===== config.mk =====
export PLATFORM = sky130hd
export DESIGN_NAME = sram_bridge
export DESIGN_NICKNAME = d
export VERILOG_FILES = /design/src/rtl/sram_bridge_pkg.sv /design/src/rtl/sram_phase_timer.sv /design/src/rtl/sram_bridge.sv
export SDC_FILE = /design/constraint.sdc
export NUM_CORES = 1
export LEC_CHECK = 0
export CAP_MARGIN = 20
export CORE_MARGIN = 5
export CORE_UTILIZATION = 52
export CTS_CLUSTER_DIAMETER = 50
export DETAILED_ROUTE_END_ITERATION = 6
export GPL_ROUTABILITY_DRIVEN = 0
export PLACE_DENSITY_LB_ADDON = 0.08
export SYNTH_ARGS = -nofsm -noshare
export SYNTH_HDL_FRONTEND = slang
export SYNTH_SLANG_ARGS = --single-unit

===== constraint.sdc =====
create_clock -name clk -period 8.5 [get_ports clk]
set_input_delay 1.275 -clock clk [delete_from_list [all_inputs] [get_ports clk]]
set_output_delay 1.275 -clock clk [all_outputs]
set_load 0.01 [all_outputs]

===== src/rtl/sram_bridge_pkg.sv =====
// Shared types and constants for the CPU-bus to asynchronous-SRAM bridge.
package sram_bridge_pkg;

    typedef enum logic [2:0] {
        IDLE,
        SETUP,
        STROBE,
        HOLD,
        DONE
    } state_e;

    localparam logic HALF_LO = 1'b0;
    localparam logic HALF_HI = 1'b1;

    localparam int unsigned WAIT_MIN = 1;
    localparam int unsigned WAIT_MAX = 15;
    localparam int unsigned CNT_W    = 4;

    // Counter preset for a strobe of the requested length, clamped to the legal range.
    function automatic logic [CNT_W-1:0] wait_load(input int unsigned cycles);
        int unsigned c;
        c = cycles;
        if (c < WAIT_MIN) c = WAIT_MIN;
        if (c > WAIT_MAX) c = WAIT_MAX;
        return CNT_W'(c - 1);
    endfunction

endpackage


===== src/rtl/sram_phase_timer.sv =====
// Strobe-width timer: preset during SETUP, counts down through STROBE, flags the final cycle.
module sram_phase_timer
    import sram_bridge_pkg::*;
#(
    parameter int unsigned WAIT_CYCLES = 2
) (
    input  logic clk_i,
    input  logic reset_i,
    input  logic load_i,
    input  logic en_i,
    output logic last_strobe_o
);

    localparam logic [CNT_W-1:0] LOAD_VAL = wait_load(WAIT_CYCLES);

    logic [CNT_W-1:0] cnt_q, cnt_d;
    logic             last_q, last_d;

    always_comb begin
        cnt_d  = cnt_q;
        last_d = last_q;
        if (load_i) begin
            cnt_d  = LOAD_VAL;
            last_d = (LOAD_VAL == '0);
        end else if (en_i && (cnt_q != '0)) begin
            cnt_d  = cnt_q - CNT_W'(1);
            last_d = (cnt_q == CNT_W'(1));
        end
    end

    always_ff @(posedge clk_i or posedge reset_i) begin
        if (reset_i) begin
            cnt_q  <= '0;
            last_q <= 1'b0;
        end else begin
            cnt_q  <= cnt_d;
            last_q <= last_d;
        end
    end

    assign last_strobe_o = last_q;

endmodule


===== src/rtl/sram_bridge.sv =====
// Bexkat bus slave executing 32-bit requests as one or two 16-bit async-SRAM accesses.
module sram_bridge
    import sram_bridge_pkg::*;
#(
    parameter int unsigned ADDR_W      = 20,
    parameter int unsigned WAIT_CYCLES = 2
) (
    input  logic              clk,
    input  logic              reset,
    input  logic [31:0]       address,
    input  logic              read,
    input  logic              write,
    input  logic [31:0]       writedata,
    input  logic [3:0]        byteenable,
    output logic [31:0]       readdata,
    output logic              waitrequest,
    output logic [ADDR_W-1:0] sram_addr,
    output logic [15:0]       sram_dq_out,
    output logic              sram_dq_oe,
    input  logic [15:0]       sram_dq_in,
    output logic              sram_ce_n,
    output logic              sram_oe_n,
    output logic              sram_we_n,
    output logic              sram_lb_n,
    output logic              sram_ub_n
);

    localparam int unsigned WA_W = ADDR_W - 1;

    state_e            state_q, state_d;
    logic              half_q, half_d;
    logic [WA_W-1:0]   waddr_q, waddr_d;
    logic [31:0]       wdata_q, wdata_d;
    logic [3:0]        be_q, be_d;
    logic              wr_q, wr_d;
    logic [31:0]       rdata_q, rdata_d;

    logic [ADDR_W-1:0] sram_addr_q, sram_addr_d;
    logic [15:0]       dq_out_q, dq_out_d;
    logic              dq_oe_q, dq_oe_d;
    logic              ce_n_q, ce_n_d;
    logic              oe_n_q, oe_n_d;
    logic              we_n_q, we_n_d;
    logic              lb_n_q, lb_n_d;
    logic              ub_n_q, ub_n_d;

    logic              req_c;
    logic              last_strobe;
    logic [15:0]       mask_lo_c, mask_hi_c;
    logic              unused_addr_bits;

    assign unused_addr_bits = ^{address[31:ADDR_W+1], address[1:0]};

    assign req_c       = read | write;
    assign waitrequest = req_c && (state_q != DONE);

    assign mask_lo_c = {{8{be_q[1]}}, {8{be_q[0]}}};
    assign mask_hi_c = {{8{be_q[3]}}, {8{be_q[2]}}};

    sram_phase_timer #(
        .WAIT_CYCLES (WAIT_CYCLES)
    ) u_timer (
        .clk_i         (clk),
        .reset_i       (reset),
        .load_i        (state_q == SETUP),
        .en_i          (state_q == STROBE),
        .last_strobe_o (last_strobe)
    );

    // Next-state, request latching and read capture.
    always_comb begin
        state_d = state_q;
        half_d  = half_q;
        waddr_d = waddr_q;
        wdata_d = wdata_q;
        be_d    = be_q;
        wr_d    = wr_q;
        rdata_d = rdata_q;

        case (state_q)
            IDLE: begin
                if (req_c) begin
                    waddr_d = address[ADDR_W:2];
                    wdata_d = writedata;
                    be_d    = byteenable;
                    wr_d    = write;
                    if (byteenable[1:0] != 2'b00) begin
                        half_d  = HALF_LO;
                        state_d = SETUP;
                    end else if (byteenable[3:2] != 2'b00) begin
                        half_d  = HALF_HI;
                        state_d = SETUP;
                    end else begin
                        state_d = DONE;
                    end
                end
            end
            SETUP: state_d = STROBE;
            STROBE: begin
                if (last_strobe) begin
                    state_d = HOLD;
                    if (!wr_q) begin
                        // The first half captured in a request clears the other half's lanes.
                        if (half_q == HALF_LO) begin
                            rdata_d = {16'h0000, sram_dq_in & mask_lo_c};
                        end else begin
                            rdata_d = {sram_dq_in & mask_hi_c,
                                       (be_q[1:0] != 2'b00) ? rdata_q[15:0] : 16'h0000};
                        end
                    end
                end
            end
            HOLD: begin
                if ((half_q == HALF_LO) && (be_q[3:2] != 2'b00)) begin
                    half_d  = HALF_HI;
                    state_d = SETUP;
                end else begin
                    state_d = DONE;
                end
            end
            DONE:    state_d = IDLE;
            default: state_d = IDLE;
        endcase
    end

    // SRAM pin values for the upcoming state, so every pin comes straight from a flop.
    always_comb begin
        ce_n_d      = 1'b1;
        oe_n_d      = 1'b1;
        we_n_d      = 1'b1;
        lb_n_d      = 1'b1;
        ub_n_d      = 1'b1;
        dq_oe_d     = 1'b0;
        sram_addr_d = sram_addr_q;
        dq_out_d    = dq_out_q;

        if ((state_d == SETUP) || (state_d == STROBE) || (state_d == HOLD)) begin
            ce_n_d  = 1'b0;
            lb_n_d  = ~((half_d == HALF_HI) ? be_d[2] : be_d[0]);
            ub_n_d  = ~((half_d == HALF_HI) ? be_d[3] : be_d[1]);
            dq_oe_d = wr_d;
            if (state_d == SETUP) begin
                sram_addr_d = {waddr_d, half_d};
                if (wr_d) begin
                    dq_out_d = (half_d == HALF_HI) ? wdata_d[31:16] : wdata_d[15:0];
                end
            end
            if (state_d == STROBE) begin
                oe_n_d = wr_d;
                we_n_d = ~wr_d;
            end
        end
    end

    always_ff @(posedge clk or posedge reset) begin
        if (reset) begin
            state_q     <= IDLE;
            half_q      <= HALF_LO;
            waddr_q     <= '0;
            wdata_q     <= '0;
            be_q        <= '0;
            wr_q        <= 1'b0;
            rdata_q     <= '0;
            sram_addr_q <= '0;
            dq_out_q    <= '0;
            dq_oe_q     <= 1'b0;
            ce_n_q      <= 1'b1;
            oe_n_q      <= 1'b1;
            we_n_q      <= 1'b1;
            lb_n_q      <= 1'b1;
            ub_n_q      <= 1'b1;
        end else begin
            state_q     <= state_d;
            half_q      <= half_d;
            waddr_q     <= waddr_d;
            wdata_q     <= wdata_d;
            be_q        <= be_d;
            wr_q        <= wr_d;
            rdata_q     <= rdata_d;
            sram_addr_q <= sram_addr_d;
            dq_out_q    <= dq_out_d;
            dq_oe_q     <= dq_oe_d;
            ce_n_q      <= ce_n_d;
            oe_n_q      <= oe_n_d;
            we_n_q      <= we_n_d;
            lb_n_q      <= lb_n_d;
            ub_n_q      <= ub_n_d;
        end
    end

    assign readdata    = rdata_q;
    assign sram_addr   = sram_addr_q;
    assign sram_dq_out = dq_out_q;
    assign sram_dq_oe  = dq_oe_q;
    assign sram_ce_n   = ce_n_q;
    assign sram_oe_n   = oe_n_q;
    assign sram_we_n   = we_n_q;
    assign sram_lb_n   = lb_n_q;
    assign sram_ub_n   = ub_n_q;

endmodule

==> flow_metrics.py <==
metrics = {
    "outcome": {
        "run_status": "completed",
    },
    "worst_setup_path": {
        "critical_path_class": "input pin to flip-flop",
        "worst_path_largest_cell_delay_ps": 690,
        "critPathSlowestCell": "nand2b_1",
        "critPathTopFamily": "simple AND/OR/NAND/NOR gates",
        "critPathRequiredTime_ps": 8790,
        "cp_cell_sequence": "clkdlybuf4s50_1 -> or4_1 -> and3b_1 -> o21bai_2 -> buf_8 -> nand2b_1 -> mux2_1",
        "path_max_fanout": 16,
        "crit_buf_inv": 2,
        "cp.arrival_ps": 4410,
        "cp-end-kind": "flip-flop",
        "cp-start-kind": "input pin",
    },
    "yosys": {
        "yosysMostFrequentCell": "nand2_1",
        "yosysTopAreaCell": "dfrtp_1",
        "synthTopCellsByCount": "nand2_1 (172), dfrtp_1 (134), nand3_1 (51), o21ai_0 (33), mux2_2 (32)",
        "synth_top_area_frac": 0.567,
        "synth_cells": 576,
        "synth_edf_count": 0,
        "synthArstFlopShare": 1.00,
        "synth_cell_types": 40,
        "synth_seq_area_share": 0.589,
        "syn-num-nets": 666,
        "synthTopCellsByArea": "dfrtp_1 (57%), nand2_1 (11%), mux2_2 (6.1%)",
        "synth-seq-cells": 139,
        "yosys_warnings": 0,
        "syn_avg_cell_area_um2": 10.3,
        "synthFlopType": "dfrtp_1",
        "netlist_area_um2": 5920,
    },
    "timing": {
        "rsz0062_at_grt": "no",
        "fin_setup_tns_ps": 0,
        "finalHoldViolCount": 0,
        "tightest_slew_ps": 920,
        "fin_crit_ps": 4120,
        "setup_viol": 0,
        "slew_violations": 0,
        "clock_skew_ps": 6.94,
        "max_freq_mhz": 242,
        "post-route-period-util": 0.485,
        "relSlewSlack": 0.386,
    },
    "detailed_routing": {
        "met3_length_um": 1100,
        "antenna_left": 0,
        "routedWlPerCell_um": 16.3,
        "dr_wl_met2_um": 7020,
        "top_layer": "met4",
        "vias": 4614,
        "vias_per_cell": 5.30,
        "wl_met1_um": 5820,
        "drt_iter0_drc": 312,
        "drt-total-wl_um": 14200,
        "first_pass_iters": 4,
        "drc": 0,
    },
    "global_routing": {
        "gr-total-overflow": 0,
        "grt_pass1_wl_um": 23200,
        "grt_use_total": 0.220,
        "grt_max_degree": 79,
        "antenna_found_initial": 0,
        "grt_pass1_vias": 4810,
    },
    "power_and_ir_drop": {
        "ir_drop_v": 0.000243,
        "power_density_nw_per_um2": 404,
        "leakage_nw": 3.71,
    },
    "clock_network": {
        "clock_latency_ps": 420,
        "hold_buffers": 0,
        "clockBufferDepth": 2,
        "cts.sinks": 139,
        "cts_tree": "yes",
        "cts_buffers": 17,
        "clk_pin_slew_worst_paths_ps": 60,
        "postCtsSetupRepairBufs": 0,
        "htree_levels": 4,
        "ctsResizeCount": 0,
        "cts.root.buffer_cell": "clkbuf_16",
    },
    "cells_and_area": {
        "multi_input_area_um2": 2210,
        "layout.nets": 804,
        "area_growth_pct": 36.4,
        "design_area_um2": 8080,
        "drive_above_1_share": 0.116,
        "fillers": 868,
        "n_antenna_cell": 0,
        "regArea_um2": 3480,
    },
    "floorplanning": {
        "dieHeight_um": 117,
        "start_util": 0.525,
        "core-area_um2": 11300,
        "die_x_um": 117,
        "die_area_um2": 13600,
        "row_count": 39,
        "io_pins": 163,
    },
    "placement": {
        "hpwlAfterDp_um": 9500,
        "postPlaceCellArea_um2": 7510,
        "port_buffers": 149,
    },
    "hold_path": {
        "hold_class": "flip-flop to flip-flop",
    },
    "flow_run": {
        "max_cap_viol_count": 0,
    },
}
==> path summary, 6_finish.rpt <==
| path | depth (start not counted) | end | start | slack (ps) |
|---|---|---|---|---|
| worst max register to register | 5 | sram_dq_out[6] | half_q | 5360 |
| min in group asynchronous | 2 | waddr_q[2] | reset | 1330 |
| worst max-delay path | 7 | sram_dq_out[6] | byteenable[1] | 4380 |
| worst min register to register | 2 | wdata_q[5] | wdata_q[5] | 460 |
| max in group asynchronous | 3 | waddr_q[11] | reset | 5880 |
| worst min-delay path | 2 | wdata_q[5] | wdata_q[5] | 460 |
==> worst reg2reg max path, stage by stage (launching register included) <==
cell and delay (ps):
dfrtp_1 870, o31ai_2 230, o21bai_2 580, buf_8 230, nand2b_1 690, mux2_1 420
==> metrics by stage <==
stage               setup WS [ps]  power, W  utilization  hold WS (ps)  cells
floorplan                    3510   0.00199            -           432    576
global placement             3640   0.00250        0.665           443    837
detailed placement           3870   0.00257        0.666           455    838
CTS                          4320   0.00329        0.716           467    870
global route                 4200   0.00349        0.716           487    870
finish                       4380   0.00326        0.716           461    870
==> cells by family (layout without fill, tap and decap cells) <==
group | Yosys count | count (layout) | synth area share
buffers and inverters | 59 | 210 | 0.0433
and+or+nand+nor | 253 | 253 | 0.182
xor gates and xnor gates | 4 | 4 | 0.00592
AOI/OAI and AO/OA | 59 | 59 | 0.0655
adders and majority gates | 2 | 2 | 0.00423
muxes | 60 | 60 | 0.110
DFF | 139 | 139 | 0.589
==> flip-flops by register name, indices dropped and copies added (netlist names) <==
signal / cells
readdata: 32
state_q: 3
half_q: 1
be_q: 4
u_timer.last_strobe_o: 1
wdata_q: 32
sram_lb_n: 1
sram_ub_n: 1
wr_q: 1
waddr_q: 19
sram_dq_out: 16
sram_addr: 20
sram_oe_n: 1
u_timer.cnt_q: 4
sram_ce_n: 1
sram_dq_oe: 1
sram_we_n: 1
==> final cells by class <==
type	count	area share
flip-flops and latches	139	0.432
multi-input cells	378	0.273
repair buffers	156	0.192
clock buffers	24	0.0621
well taps	143	0.0222
inverters	22	0.0108
clock inverters	8	0.00806
==> placed cells by master (no fill, tap or decap), drive strengths merged, types with 2 or more instances in the layout <==
cell type,instances
a21oi,2
buf,7
clkbuf,24
clkdlybuf4s50,149
clkinv,7
dfrtp,134
dfstp,5
ha,2
inv,22
mux2,42
mux2i,18
nand2,172
nand2b,3
nand3,51
nor2,11
nor2b,4
nor3,5
o21ai,34
o21bai,2
o221ai,16
or2,2
xnor2,2
xor2,2
==> layer usage <==
| layer | track usage | up-vias |
|---|---|---|
| li1 | - | 2200 |
| met1 | 0.268 | 2269 |
| met2 | 0.366 | 125 |
| met3 | 0.0725 | 20 |
| met4 | 0.0803 | 0 |
| met5 | 0 | - |
==> where the power goes <==
group / switching, W / internal [W]
registers: 0.000193 / 0.000993
logic: 0.000687 / 0.000686
clock network: 0.000262 / 0.000437
No activity file was read; power rests on OpenSTA's default activity.
